File: src/rtl/id_ex_stage_pkg.sv
// Shared encodings and the ID/EX bundle for the decode-to-execute stage.
package id_ex_stage_pkg;

    localparam logic [3:0] ALU_ADD  = 4'd0;
    localparam logic [3:0] ALU_SUB  = 4'd1;
    localparam logic [3:0] ALU_SLT  = 4'd2;
    localparam logic [3:0] ALU_SLTU = 4'd3;
    localparam logic [3:0] ALU_XOR  = 4'd4;
    localparam logic [3:0] ALU_OR   = 4'd5;
    localparam logic [3:0] ALU_AND  = 4'd6;
    localparam logic [3:0] ALU_SLL  = 4'd7;
    localparam logic [3:0] ALU_SRL  = 4'd8;
    localparam logic [3:0] ALU_SRA  = 4'd9;
    localparam logic [3:0] ALU_LUI  = 4'd10;

    localparam logic [6:0] OPC_OP     = 7'b0110011;
    localparam logic [6:0] OPC_OP_IMM = 7'b0010011;
    localparam logic [6:0] OPC_LOAD   = 7'b0000011;
    localparam logic [6:0] OPC_STORE  = 7'b0100011;
    localparam logic [6:0] OPC_LUI    = 7'b0110111;
    localparam logic [6:0] OPC_AUIPC  = 7'b0010111;
    localparam logic [6:0] OPC_JAL    = 7'b1101111;
    localparam logic [6:0] OPC_JALR   = 7'b1100111;
    localparam logic [6:0] OPC_BRANCH = 7'b1100011;

    typedef enum logic [2:0] {
        IMM_NONE,
        IMM_I,
        IMM_S,
        IMM_B,
        IMM_U,
        IMM_J
    } imm_fmt_e;

    typedef struct packed {
        logic        valid;
        logic [31:0] oprand_a;
        logic [31:0] oprand_b;
        logic [3:0]  alu_sel;
        logic [31:0] rs2_data;
        logic [31:0] imm;
        logic [31:0] pc;
        logic [4:0]  rd_addr;
        logic        reg_wen;
        logic        mem_ren;
        logic        mem_wen;
        logic [2:0]  funct3;
        logic        branch;
        logic        jump;
        logic        jalr;
        logic        illegal;
    } id_ex_t;

    function automatic logic [3:0] op_alu(input logic [2:0] f3, input logic alt);
        logic [3:0] sel;
        unique case (f3)
            3'b000:  sel = alt ? ALU_SUB : ALU_ADD;
            3'b001:  sel = ALU_SLL;
            3'b010:  sel = ALU_SLT;
            3'b011:  sel = ALU_SLTU;
            3'b100:  sel = ALU_XOR;
            3'b101:  sel = alt ? ALU_SRA : ALU_SRL;
            3'b110:  sel = ALU_OR;
            default: sel = ALU_AND;
        endcase
        return sel;
    endfunction

endpackage

File: src/rtl/id_ex_stage_imm_gen.sv
// RV32I immediate generator; the format is chosen by the decoder.
module imm_gen
    import id_ex_stage_pkg::*;
(
    input  logic [31:7] instr,
    input  imm_fmt_e    fmt,
    output logic [31:0] imm
);

    always_comb begin
        imm = '0;
        unique case (fmt)
            IMM_I:   imm = {{20{instr[31]}}, instr[31:20]};
            IMM_S:   imm = {{20{instr[31]}}, instr[31:25], instr[11:7]};
            IMM_B:   imm = {{19{instr[31]}}, instr[31], instr[7],
                            instr[30:25], instr[11:8], 1'b0};
            IMM_U:   imm = {instr[31:12], 12'b0};
            IMM_J:   imm = {{11{instr[31]}}, instr[31], instr[19:12],
                            instr[20], instr[30:21], 1'b0};
            default: imm = '0;
        endcase
    end

endmodule

File: src/rtl/id_ex_stage.sv
// RV32I decode, operand select and the ID/EX pipeline register.
module id_ex_stage
    import id_ex_stage_pkg::*;
#(
    parameter int          XLEN     = 32,
    parameter logic [31:0] RESET_PC = 32'h0000_0000
) (
    input  logic            clk,
    input  logic            rst,
    input  logic            stall,
    input  logic            flush,
    input  logic            id_valid,
    input  logic [31:0]     id_instr,
    input  logic [XLEN-1:0] id_pc,
    input  logic [XLEN-1:0] id_rs1_data,
    input  logic [XLEN-1:0] id_rs2_data,
    output logic            ex_valid,
    output logic [XLEN-1:0] ex_oprand_a,
    output logic [XLEN-1:0] ex_oprand_b,
    output logic [3:0]      ex_alu_sel,
    output logic [XLEN-1:0] ex_rs2_data,
    output logic [XLEN-1:0] ex_imm,
    output logic [XLEN-1:0] ex_pc,
    output logic [4:0]      ex_rd_addr,
    output logic            ex_reg_wen,
    output logic            ex_mem_ren,
    output logic            ex_mem_wen,
    output logic [2:0]      ex_funct3,
    output logic            ex_branch,
    output logic            ex_jump,
    output logic            ex_jalr,
    output logic            ex_illegal
);

    logic [6:0]  opcode;
    logic [2:0]  f3;
    logic [6:0]  funct7;
    logic        is_shift;
    imm_fmt_e    fmt;
    logic [31:0] imm;
    id_ex_t      dec;
    id_ex_t      ex_d;
    id_ex_t      ex_q;

    assign opcode   = id_instr[6:0];
    assign f3       = id_instr[14:12];
    assign funct7   = id_instr[31:25];
    assign is_shift = (f3 == 3'b001) || (f3 == 3'b101);

    always_comb begin
        fmt = IMM_NONE;
        unique case (opcode)
            OPC_OP_IMM, OPC_LOAD, OPC_JALR: fmt = IMM_I;
            OPC_STORE:                      fmt = IMM_S;
            OPC_BRANCH:                     fmt = IMM_B;
            OPC_LUI, OPC_AUIPC:             fmt = IMM_U;
            OPC_JAL:                        fmt = IMM_J;
            default:                        fmt = IMM_NONE;
        endcase
    end

    imm_gen u_imm_gen (
        .instr (id_instr[31:7]),
        .fmt   (fmt),
        .imm   (imm)
    );

    always_comb begin
        dec          = '0;
        dec.valid    = 1'b1;
        dec.pc       = id_pc;
        dec.rd_addr  = id_instr[11:7];
        dec.funct3   = f3;
        dec.rs2_data = id_rs2_data;
        dec.imm      = imm;
        dec.alu_sel  = ALU_ADD;
        unique case (opcode)
            OPC_OP: begin
                dec.oprand_a = id_rs1_data;
                dec.oprand_b = id_rs2_data;
                dec.alu_sel  = op_alu(f3, id_instr[30]);
                dec.reg_wen  = 1'b1;
            end
            OPC_OP_IMM: begin
                dec.oprand_a = id_rs1_data;
                dec.oprand_b = imm;
                dec.alu_sel  = op_alu(f3, (f3 == 3'b101) && id_instr[30]);
                dec.reg_wen  = 1'b1;
                // shifts take only the shamt field; funct7 must be a legal pattern
                if (is_shift) begin
                    dec.oprand_b = {27'b0, id_instr[24:20]};
                    dec.illegal  = !((funct7 == 7'b0000000) ||
                                     ((f3 == 3'b101) && (funct7 == 7'b0100000)));
                end
            end
            OPC_LOAD: begin
                dec.oprand_a = id_rs1_data;
                dec.oprand_b = imm;
                dec.mem_ren  = 1'b1;
                dec.reg_wen  = 1'b1;
            end
            OPC_STORE: begin
                dec.oprand_a = id_rs1_data;
                dec.oprand_b = imm;
                dec.mem_wen  = 1'b1;
            end
            OPC_LUI: begin
                dec.alu_sel  = ALU_LUI;
                dec.oprand_b = imm;
                dec.reg_wen  = 1'b1;
            end
            OPC_AUIPC: begin
                dec.oprand_a = id_pc;
                dec.oprand_b = imm;
                dec.reg_wen  = 1'b1;
            end
            OPC_JAL, OPC_JALR: begin
                dec.oprand_a = id_pc;
                dec.oprand_b = 32'd4;
                dec.jump     = 1'b1;
                dec.jalr     = (opcode == OPC_JALR);
                dec.reg_wen  = 1'b1;
            end
            OPC_BRANCH: begin
                dec.alu_sel  = ALU_SUB;
                dec.oprand_a = id_rs1_data;
                dec.oprand_b = id_rs2_data;
                dec.branch   = 1'b1;
            end
            default: dec.illegal = 1'b1;
        endcase
        if (dec.illegal) begin
            dec.oprand_a = '0;
            dec.oprand_b = '0;
            dec.imm      = '0;
            dec.alu_sel  = ALU_ADD;
            dec.reg_wen  = 1'b0;
            dec.mem_ren  = 1'b0;
            dec.mem_wen  = 1'b0;
            dec.branch   = 1'b0;
            dec.jump     = 1'b0;
            dec.jalr     = 1'b0;
        end
        if (dec.rd_addr == 5'd0) begin
            dec.reg_wen = 1'b0;
        end
    end

    always_comb begin
        ex_d = dec;
        if (flush || (!stall && !id_valid)) begin
            ex_d = '0;
        end else if (stall) begin
            ex_d = ex_q;
        end
    end

    always_ff @(posedge clk) begin
        if (rst) begin
            ex_q    <= '0;
            ex_q.pc <= RESET_PC;
        end else begin
            ex_q <= ex_d;
        end
    end

    assign ex_valid    = ex_q.valid;
    assign ex_oprand_a = ex_q.oprand_a;
    assign ex_oprand_b = ex_q.oprand_b;
    assign ex_alu_sel  = ex_q.alu_sel;
    assign ex_rs2_data = ex_q.rs2_data;
    assign ex_imm      = ex_q.imm;
    assign ex_pc       = ex_q.pc;
    assign ex_rd_addr  = ex_q.rd_addr;
    assign ex_reg_wen  = ex_q.reg_wen;
    assign ex_mem_ren  = ex_q.mem_ren;
    assign ex_mem_wen  = ex_q.mem_wen;
    assign ex_funct3   = ex_q.funct3;
    assign ex_branch   = ex_q.branch;
    assign ex_jump     = ex_q.jump;
    assign ex_jalr     = ex_q.jalr;
    assign ex_illegal  = ex_q.illegal;

endmodule

File: config.mk
export PLATFORM = sky130hd
export DESIGN_NAME = id_ex_stage
export DESIGN_NICKNAME = d
export VERILOG_FILES = /design/src/rtl/id_ex_stage_pkg.sv /design/src/rtl/id_ex_stage_imm_gen.sv /design/src/rtl/id_ex_stage.sv
export SDC_FILE = /design/constraint.sdc
export NUM_CORES = 1
export LEC_CHECK = 0
export ABC_AREA = 1
export ABC_CLOCK_PERIOD_IN_PS = 4900
export BUFFER_PORTS_ARGS = -buffer_cell sky130_fd_sc_hd__buf_2
export CORE_MARGIN = 4
export CORE_UTILIZATION = 53
export DETAILED_ROUTE_END_ITERATION = 16
export PLACE_DENSITY = 0.95
export SYNTH_ARGS = -nofsm -noshare
export SYNTH_HDL_FRONTEND = slang
export SYNTH_HIERARCHICAL = 1
export SYNTH_SLANG_ARGS = --single-unit
File: constraint.sdc
create_clock -name clk -period 4.9 [get_ports clk]
set_clock_uncertainty 0.1 [all_clocks]
set_input_delay 0.49 -clock clk [delete_from_list [all_inputs] [get_ports clk]]
set_output_delay 0.49 -clock clk [all_outputs]
set_load 0.005 [all_outputs]
# Word-level counts from Yosys, hierarchy flattened
# Cells that the tools add are included.
classes:
  eq_ne: 21
  n_mux: 24
  reduce_logical: 22
ops:
  columns: ["op", "count"]
  rows:
  - ["case mux 32 bit (5 select lines)", 1]
  - ["case mux 32 bit (4 select lines)", 1]
  - ["2-to-1 mux 68 bit", 1]
  - ["2-to-1 mux 32 bit", 2]
  - ["case mux 32 bit (2 select lines)", 1]
  - ["case mux 4 bit (7 select lines)", 2]
  - ["== test 7 x 6 -> 1 bit (second input constant)", 4]
  - ["== test 7 bit (second input constant)", 3]
  - ["case mux 4 bit (4 select lines)", 1]
  - ["== test 3 bit (second input constant)", 5]
  - ["case mux 3 bit (5 select lines)", 1]
  - ["== test 7 x 5 -> 1 bit (second input constant)", 2]
  - ["== test 3 x 2 -> 1 bit (second input constant)", 4]
  - ["2-to-1 mux 1 bit", 10]
  - ["OR reduction 2 bit", 4]
  - ["OR reduction 8 bit", 1]
  - ["== test 7 x 2 -> 1 bit (second input constant)", 1]
  - ["zero test 7 bit", 1]
  - ["OR reduction 7 bit", 1]
  - ["== test 3 x 1 -> 1 bit (second input constant)", 2]
  - ["2-to-1 mux 3 bit", 2]
  - ["OR reduction 3 bit", 2]
  - ["zero test 5 bit", 1]
  - ["OR reduction 5 bit", 1]
  - ["7 further kinds", 13]
totals:
  regBits: 180
  word_cells: 83
  out_inout_bits: 180
  in_bits: 133

# Logic depth before layout (Yosys ltp)
# Gate-level depths: netlist of the first run.
logic_depth:
  depth_word: 8
  mapped_depth: 16
  mapped_depth_nobuf: 15

# Cells and area by module
# Netlist of the first run, hierarchy kept.
modules_own_cells:
  columns: ["module", "area_per_inst_um2", "cells_per_inst", "n_inst", "seq_area_each_um2"]
  rows:
  - ["id_ex_stage", 7591.0, 1108, 1, 3603.5]
  - ["imm_gen", 455.4, 92, 1, 0.0]

# Worst setup path after synthesis of the first run
# Ideal clock, no wire load.
synth_path:
  kind: "input-to-reg"
  startpoint: "input id_instr[1]"
  endpoint: "register ex_q, in the netlist ex_oprand_b[0]"
  t_required_ns: 4.730
  path_slack_ns: 2.693
  setup_time_ns: 0.070
  arrival_time_ns: 2.036
  cell_stages: 14
  n_path_buf: 1
  path_cell_list: "nand2_1 -> inv_1 -> nand2_2 -> nor2_4 -> nor3_1 -> nand3_1 -> buf_4 -> o21ai_0 -> nand2_1 -> nand2_1 -> nand2_1 -> nand3_1 -> nand3_1 -> a21oi_1"
synth_via:
  elab_chain_cells: 8
  word_cells_on_any_way: 26
  classes_between: "14 x eq/ne; 6 x mux; 6 x reduce/logical"
synth_rtl:
  columns: ["element", "line_no", "text"]
  rows:
  - ["start, declared", "id_ex_stage.sv:13", "input logic [31:0] id_instr,"]
  - ["== test 7 bit (tied with other cells)", "id_ex_stage.sv:52", "unique case (opcode)"]
  - ["OR reduction 3 bit or OR reduction 2 bit (tied branches)", "id_ex_stage.sv:52", null]
  - ["case mux 3 bit (5 select lines) *", "id_ex_stage.sv:52", null]
  - ["net fmt[0]", "id_ex_stage.sv:39", "imm_fmt_e fmt;"]
  - ["== test 3 bit (tied with other cells)", "id_ex_stage_imm_gen.sv:12", "unique case (fmt)"]
  - ["case mux 32 bit (5 select lines) *", "id_ex_stage_imm_gen.sv:12", null]
  - ["net imm[0]", "id_ex_stage.sv:40", "logic [31:0] imm;"]
  - ["2-to-1 mux 32 bit", "id_ex_stage.sv:90", "if (is_shift) begin"]
  - ["case mux 32 bit (4 select lines) *", "id_ex_stage.sv:77", "unique case (opcode)"]
  - ["2-to-1 mux 68 bit *", "id_ex_stage.sv:132", "if (dec.illegal) begin"]
  - ["end, declared", "id_ex_stage.sv:43", "id_ex_t ex_q;"]
# Mark *: on every way through the listed nets, which the timed path passes. The rest lies on a longest branch.
# A chain may end at the register's enable or synchronous reset.

# Final worst setup path of the first run
layout_path:
  startpoint: "input id_instr[1]"
  endpoint: "register ex_q, in the netlist ex_oprand_b[26]"
# Same word-level chain as after synthesis.

==> results.yml, run 1 <==
timing:
  slew_violations: 0
  worst-slew-pin-transition_ns: 1.09
  slew-limit-headroom: 0.277
  period_needed_ns: 2.91
  grt_setup_unrepaired: "false"
  finalCritPeriodShare: 0.595
  max_freq_ghz: 0.343
  final_hold_viol_count: 0
  hold_slack_ns: 0.218
  finalSetupTns_ns: 0
  setup_viol: 0
global_routing:
  grt_pass1_wl_um: 44200
  grt_antenna_before_repair: 1
  grt_start_max_net_pins: 155
  grt_pass1_vias: 8313
  track_usage: 0.314
  gr-total-overflow: 0
finish:
  fillCellCount: 1227
  final_cell_mix: "nand2_1, buf_2, a21oi_1, dfxtp_1, nand3_1"
  syn2layout_area_growth_pct: 25.6
  final_common_cell: "nand2_1"
  multiInputGateArea_um2: 3900
  nets: 1582
  layout-drive-gt1-share: 0.256
  layout.area.seq_um2: 3600
  antenna_cells: 0
logic_synthesis:
  synthDistinctLibCells: 27
  synth_top_cell_area_share: 0.448
  yosysWarnings: 6
  synth_edf_count: 0
  syn_avg_cell_area_um2: 6.71
  ys_seq_elements: 180
  netlist_area_um2: 8050
  ys.flop_type: "dfxtp_1"
  synth-seq-area-share: 0.448
  async_flop_share: 0
  synth_area_leader_cell: "dfxtp_1"
  ys_top_cells_by_area: "dfxtp_1, nand2_1, a21oi_1"
  syn_nets: 1333
  syn_inst: 1200
drt:
  avgRoutedWirePerCell_um: 17.4
  wl_um: 28600
  vias_per_cell: 5.67
  vias: 9328
  drt_iter0_markers: 1230
  antenna_left: 0
  drcViolationCount: 0
  first_pass_iters: 6
place:
  dpl.hpwl_um: 20300
  routabilityCongestion: 0.930
  io_buffers: 312
power_and_ir_drop:
  power.density_nw_per_um2: 317
  vdd_drop_max_uv: 243
  cellLeakagePower_nw: 4.83
clock_tree:
  tritoncts: "done"
  path_clk_slew_ns: 0.07
  htreeDepth: 4
  cts_max_path_buffers: 2
  clkLatencyLatePin_ns: 0.42
  cts_hold_buf: 0
  cts_num_sinks: 180
  root_buffer: "clkbuf_16"
  cts_buffers: 17
  post_cts_buffers: 0
  cts-resized-gates: 0
setup_path:
  cp_data_arrival_time_ns: 3.09
  path_max_fanout: 20
  crit_type: "in -> reg"
  required_ns: 5.08
  crit_path_start_kind: "primary input"
  critPathCaptureType: "flip-flop"
worst_hold_path:
  min_path_type: "in -> reg"
die:
  core-area_um2: 14700
  die_area_um2: 17200
  io_pins: 313
  die_h_um: 131
  rows: 44
  die_x_um: 131
  start_util: 0.547
run_status:
  status: "finished clean"
run:
  maxCapViolations: 0
synthesized netlist by cell type, types with 2 or more instances:
library cell and n:
nor2_1 39, nand3_1 160, dfxtp_1 180, a21oi_1 181, inv_2 9, buf_4 10, nor3_1 3, o21ai_1 2
clkbuf_1 55, nand2_2 3, o21ai_0 6, nand4_1 4, buf_2 12, inv_1 20, nand3_2 2, nor2_2 2
buf_1 9, buf_6 5, nor2_4 2, nand2_1 489
where the power goes:
| group | total, mW | switching [mW] | internal (mW) |
|---|---|---|---|
| logic | 0.268 | 0.184 | 0.0833 |
| clock network | 1.45 | 0.614 | 0.832 |
| registers | 1.49 | 0.00849 | 1.48 |
| total | 3.20 | 0.807 | 2.39 |
registers in the layout (all words and copies together), names as in the netlist:
signal / cells
ex_rd_addr: 5
ex_mem_ren: 1
ex_reg_wen: 1
ex_jump: 1
ex_pc: 32
ex_funct3: 3
ex_oprand_b: 32
ex_branch: 1
ex_oprand_a: 32
ex_jalr: 1
ex_rs2_data: 32
ex_valid: 1
ex_imm: 32
ex_alu_sel: 4
ex_illegal: 1
ex_mem_wen: 1
metrics by stage:
step | cell area, um2 | setup WS [ns] | total power, mW | std cells | utilization
5_1_grt | 10100 | 1.76 | 3.30 | 1646 | 0.688
4_1_cts | 10100 | 2.14 | 3.21 | 1646 | 0.688
6_report | 10100 | 1.99 | 3.20 | 1646 | 0.688
3_5_place_dp | 9480 | 1.69 | 1.78 | 1614 | 0.645
3_3_place_gp | 9480 | 1.83 | 1.78 | 1614 | 0.645
2_1_floorplan | 8050 | 2.69 | 1.66 | 1200 | -
layout make-up:
type,count,share of cell area
multi-input cells,900,0.386
repair buffers,321,0.161
clock buffers,18,0.0434
inverters,29,0.0115
well taps,184,0.0228
clock inverters,14,0.0184
flip-flops and latches,180,0.356
worst paths after layout:
check	start	end	slack, ns	cells after the start
hold reg to reg	ex_oprand_a[28]	ex_oprand_a[28]	0.36	2
hold / removal	id_pc[12]	ex_pc[12]	0.22	3
setup / recovery	id_instr[1]	ex_oprand_b[26]	1.99	13
setup reg to reg	ex_imm[13]	ex_imm[13]	4.04	2
metal layers:
| layer | global-route usage | vias up | wire length, um | part of all wire |
|---|---|---|---|---|
| met2 | 0.512 | 623 | 13500 | 0.47 |
| met3 | 0.0856 | 104 | 3150 | 0.11 |
| met4 | 0.136 | 2 | 1210 | 0.042 |
| met5 | 0 | - | 12 | 0.00042 |
| met1 | 0.393 | 4203 | 10800 | 0.38 |
| li1 | - | 4396 | - | - |
kinds of logic (layout without fill, tap and decap cells):
logic type             after synthesis  in the layout  share of synthesized area
DFF                                180            180                      0.448
AOI/OAI and AO/OA                  194            194                      0.123
buffers and inverters              120            382                     0.0672
and+or+nand+nor                    706            706                      0.362
worst max-delay path: stages:
cell and delay [ns]:
buf_2 0.09, nand2_1 0.15, inv_1 0.11, nand2_2 0.12, nor2_4 0.07, nor3_1 0.19, nand3_1 0.36, o211ai_2 0.92
nand3_1 0.23, nand2_1 0.13, nand2_1 0.07, nand2_1 0.06, a21oi_1 0.09
Note: power is estimated with default switching activity, not from simulation.
==> run 2: changes to the inputs <==
Settings changed: ABC_AREA 1 to 0, ABC_CLOCK_PERIOD_IN_PS 4900 to 2450, CORE_UTILIZATION 53 to 43, PLACE_DENSITY 0.95 to 0.88.
Clock period 4.9 ns to 2.45 ns, I/O delays scaled along.
==> run 2 against run 1 <==
Power increased by 99%; via count decreased by 16%; combinational power increased by 140%; non-clock buffer count increased by 104; critical path type unchanged.
==> results.yml, run 2 <==
run_status:
  status: "finished clean"
clock_tree:
  cts_num_sinks: 180
  tritoncts: "done"
  htreeDepth: 4
  root_buffer: "clkbuf_16"
  cts_max_path_buffers: 2
  post_cts_buffers: 0
  clkLatencyLatePin_ns: 0.43
  cts-resized-gates: 0
  cts_hold_buf: 74
  cts_buffers: 17
  path_clk_slew_ns: 0.07
power_and_ir_drop:
  cellLeakagePower_nw: 4.90
  vdd_drop_max_uv: 476
  power.density_nw_per_um2: 605
worst_hold_path:
  min_path_cells: 3
  min_path_type: "in -> reg"
timing:
  worst-slew-pin-transition_ns: 0.706
  final_hold_viol_count: 0
  grt_setup_unrepaired: "false"
  setup_viol: 0
  slew-limit-headroom: 0.526
  finalCritPeriodShare: 0.884
  slew_violations: 0
  max_freq_ghz: 0.462
  hold_slack_ns: 0.00946
  period_needed_ns: 2.17
logic_synthesis:
  syn_inst: 766
  synth_common_cells: "dfxtp_1, nand2_1, nor2_1, o21ai_0, mux2i_1"
  synth_edf_count: 0
  ys_top_cells_by_area: "dfxtp_1, mux2i_1, o21ai_0"
  syn_avg_cell_area_um2: 9.41
  synth_area_leader_cell: "dfxtp_1"
  synthDistinctLibCells: 55
  syn_nets: 899
  synth-seq-area-share: 0.500
  ys_seq_elements: 180
  ys.flop_type: "dfxtp_1"
  synth_most_common_cell: "dfxtp_1"
  synth_top_cell_area_share: 0.500
  yosysWarnings: 6
  async_flop_share: 0
  netlist_area_um2: 7210
finish:
  multiInputGateArea_um2: 3340
  layout-drive-gt1-share: 0.343
  post-route-util: 0.636
  final_cell_area_um2: 10500
  final_cell_mix: "buf_2, dfxtp_1, nand2_1, nor2_1, o21ai_0"
  fillCellCount: 1270
  fin_cells: 1381
  syn2layout_area_growth_pct: 45.9
  nets: 1279
  layout.area.seq_um2: 3600
  final_common_cell: "buf_2"
place:
  io_buffers: 312
  placedCellCount: 1273
  dpl-instance-area_um2: 9180
  dpl.hpwl_um: 18500
  routabilityCongestion: 0.909
drt:
  first_pass_iters: 6
  wl_um: 28000
  avgRoutedWirePerCell_um: 20.3
  drt_iter0_markers: 732
  antenna_left: 0
  vias: 7863
  drcViolationCount: 0
  vias_per_cell: 5.69
setup_path:
  worst-path-buf-inv: 1
  crit_chain: "buf_2 -> nand4bb_1 -> nor2_1 -> nor2b_2 -> o21ai_1 -> o21ai_0 -> a32oi_1 -> o21ai_0"
  path_depth: 8
  path_max_fanout: 11
  crit_slowest_cell: "o21ai_1"
  required_ns: 2.65
  crit_family: "compound AO/OA/AOI/OAI gates"
  cp_data_arrival_time_ns: 2.37
  crit_path_start_kind: "primary input"
  crit_top_cell: "o21ai_0"
  cpPeakStageDelay_ns: 0.58
  crit_type: "in -> reg"
  ff2ff_path_depth: 3
  critPathCaptureType: "flip-flop"
global_routing:
  grt_pass1_wl_um: 41700
  grt_start_max_net_pins: 73
  track_usage: 0.284
  grt_pass1_vias: 7725
  gr-total-overflow: 0
  grt_antenna_before_repair: 1
die:
  die_h_um: 137
  core-area_um2: 16500
  start_util: 0.436
  die_x_um: 137
  rows: 47
  die_area_um2: 18900
  io_pins: 313
run:
  maxCapViolations: 0
-- run 2: worst reg2reg max path: cells and delay by family, from the launching register on --
family	cells	cell delay, ns
flip-flops	1	0.32
AO/OA/AOI/OAI	2	0.66
AND/OR/NAND/NOR	1	0.12
-- run 2: cells by family after synthesis --
kind of cell    share of synthesized area
xor+xnor                          0.00243
buf+inv                            0.0413
flops                               0.500
compound gates                      0.220
fa+ha+maj                         0.00139
simple gates                        0.133
mux                                 0.101
-- run 2: worst paths after layout --
path	start	end	slack, ns
worst max-delay path	id_instr[3]	ex_oprand_b[27]	0.28
worst min-delay path	id_rs2_data[2]	ex_rs2_data[2]	0.009
worst max register to register	ex_oprand_b[2]	ex_oprand_b[2]	1.11
worst min register to register	ex_valid	ex_valid	0.35
-- run 2: area by class of cell --
type / count / share of cell area
timing repair buffer: 425 / 0.255
multi-input combinational: 518 / 0.318
clock inverter: 15 / 0.0157
tap: 220 / 0.0262
sequential: 180 / 0.343
clock buffer: 17 / 0.0405
antenna: 2 / 0.000476
inverter: 4 / 0.00143
-- run 2: power by group --
group	switching, mW	leakage [nW]	internal, mW
Clock	1.30	0.278	1.45
Combinational	0.337	3.16	0.301
Sequential	0.0187	1.45	2.96
Total	1.65	4.90	4.71
-- run 2: per-layer routing --
layer | part of all wire | global-route usage | up-vias | routed length [um]
li1 | - | - | 3527 | -
met1 | 0.36 | 0.321 | 3674 | 10200
met2 | 0.48 | 0.474 | 549 | 13500
met3 | 0.11 | 0.0982 | 113 | 2970
met4 | 0.049 | 0.141 | 0 | 1370
met5 | 0 | 0 | - | 0
-- run 2: through the flow --
step,TNS [ns],power [mW],setup WS [ns]
finish,0,6.36,0.285
global route,0,6.56,0.174
CTS,0,6.36,0.425
detailed placement,-0.0296,3.56,-0.0296
global placement,0,3.55,0.0344
floorplan,0,3.28,0.0340
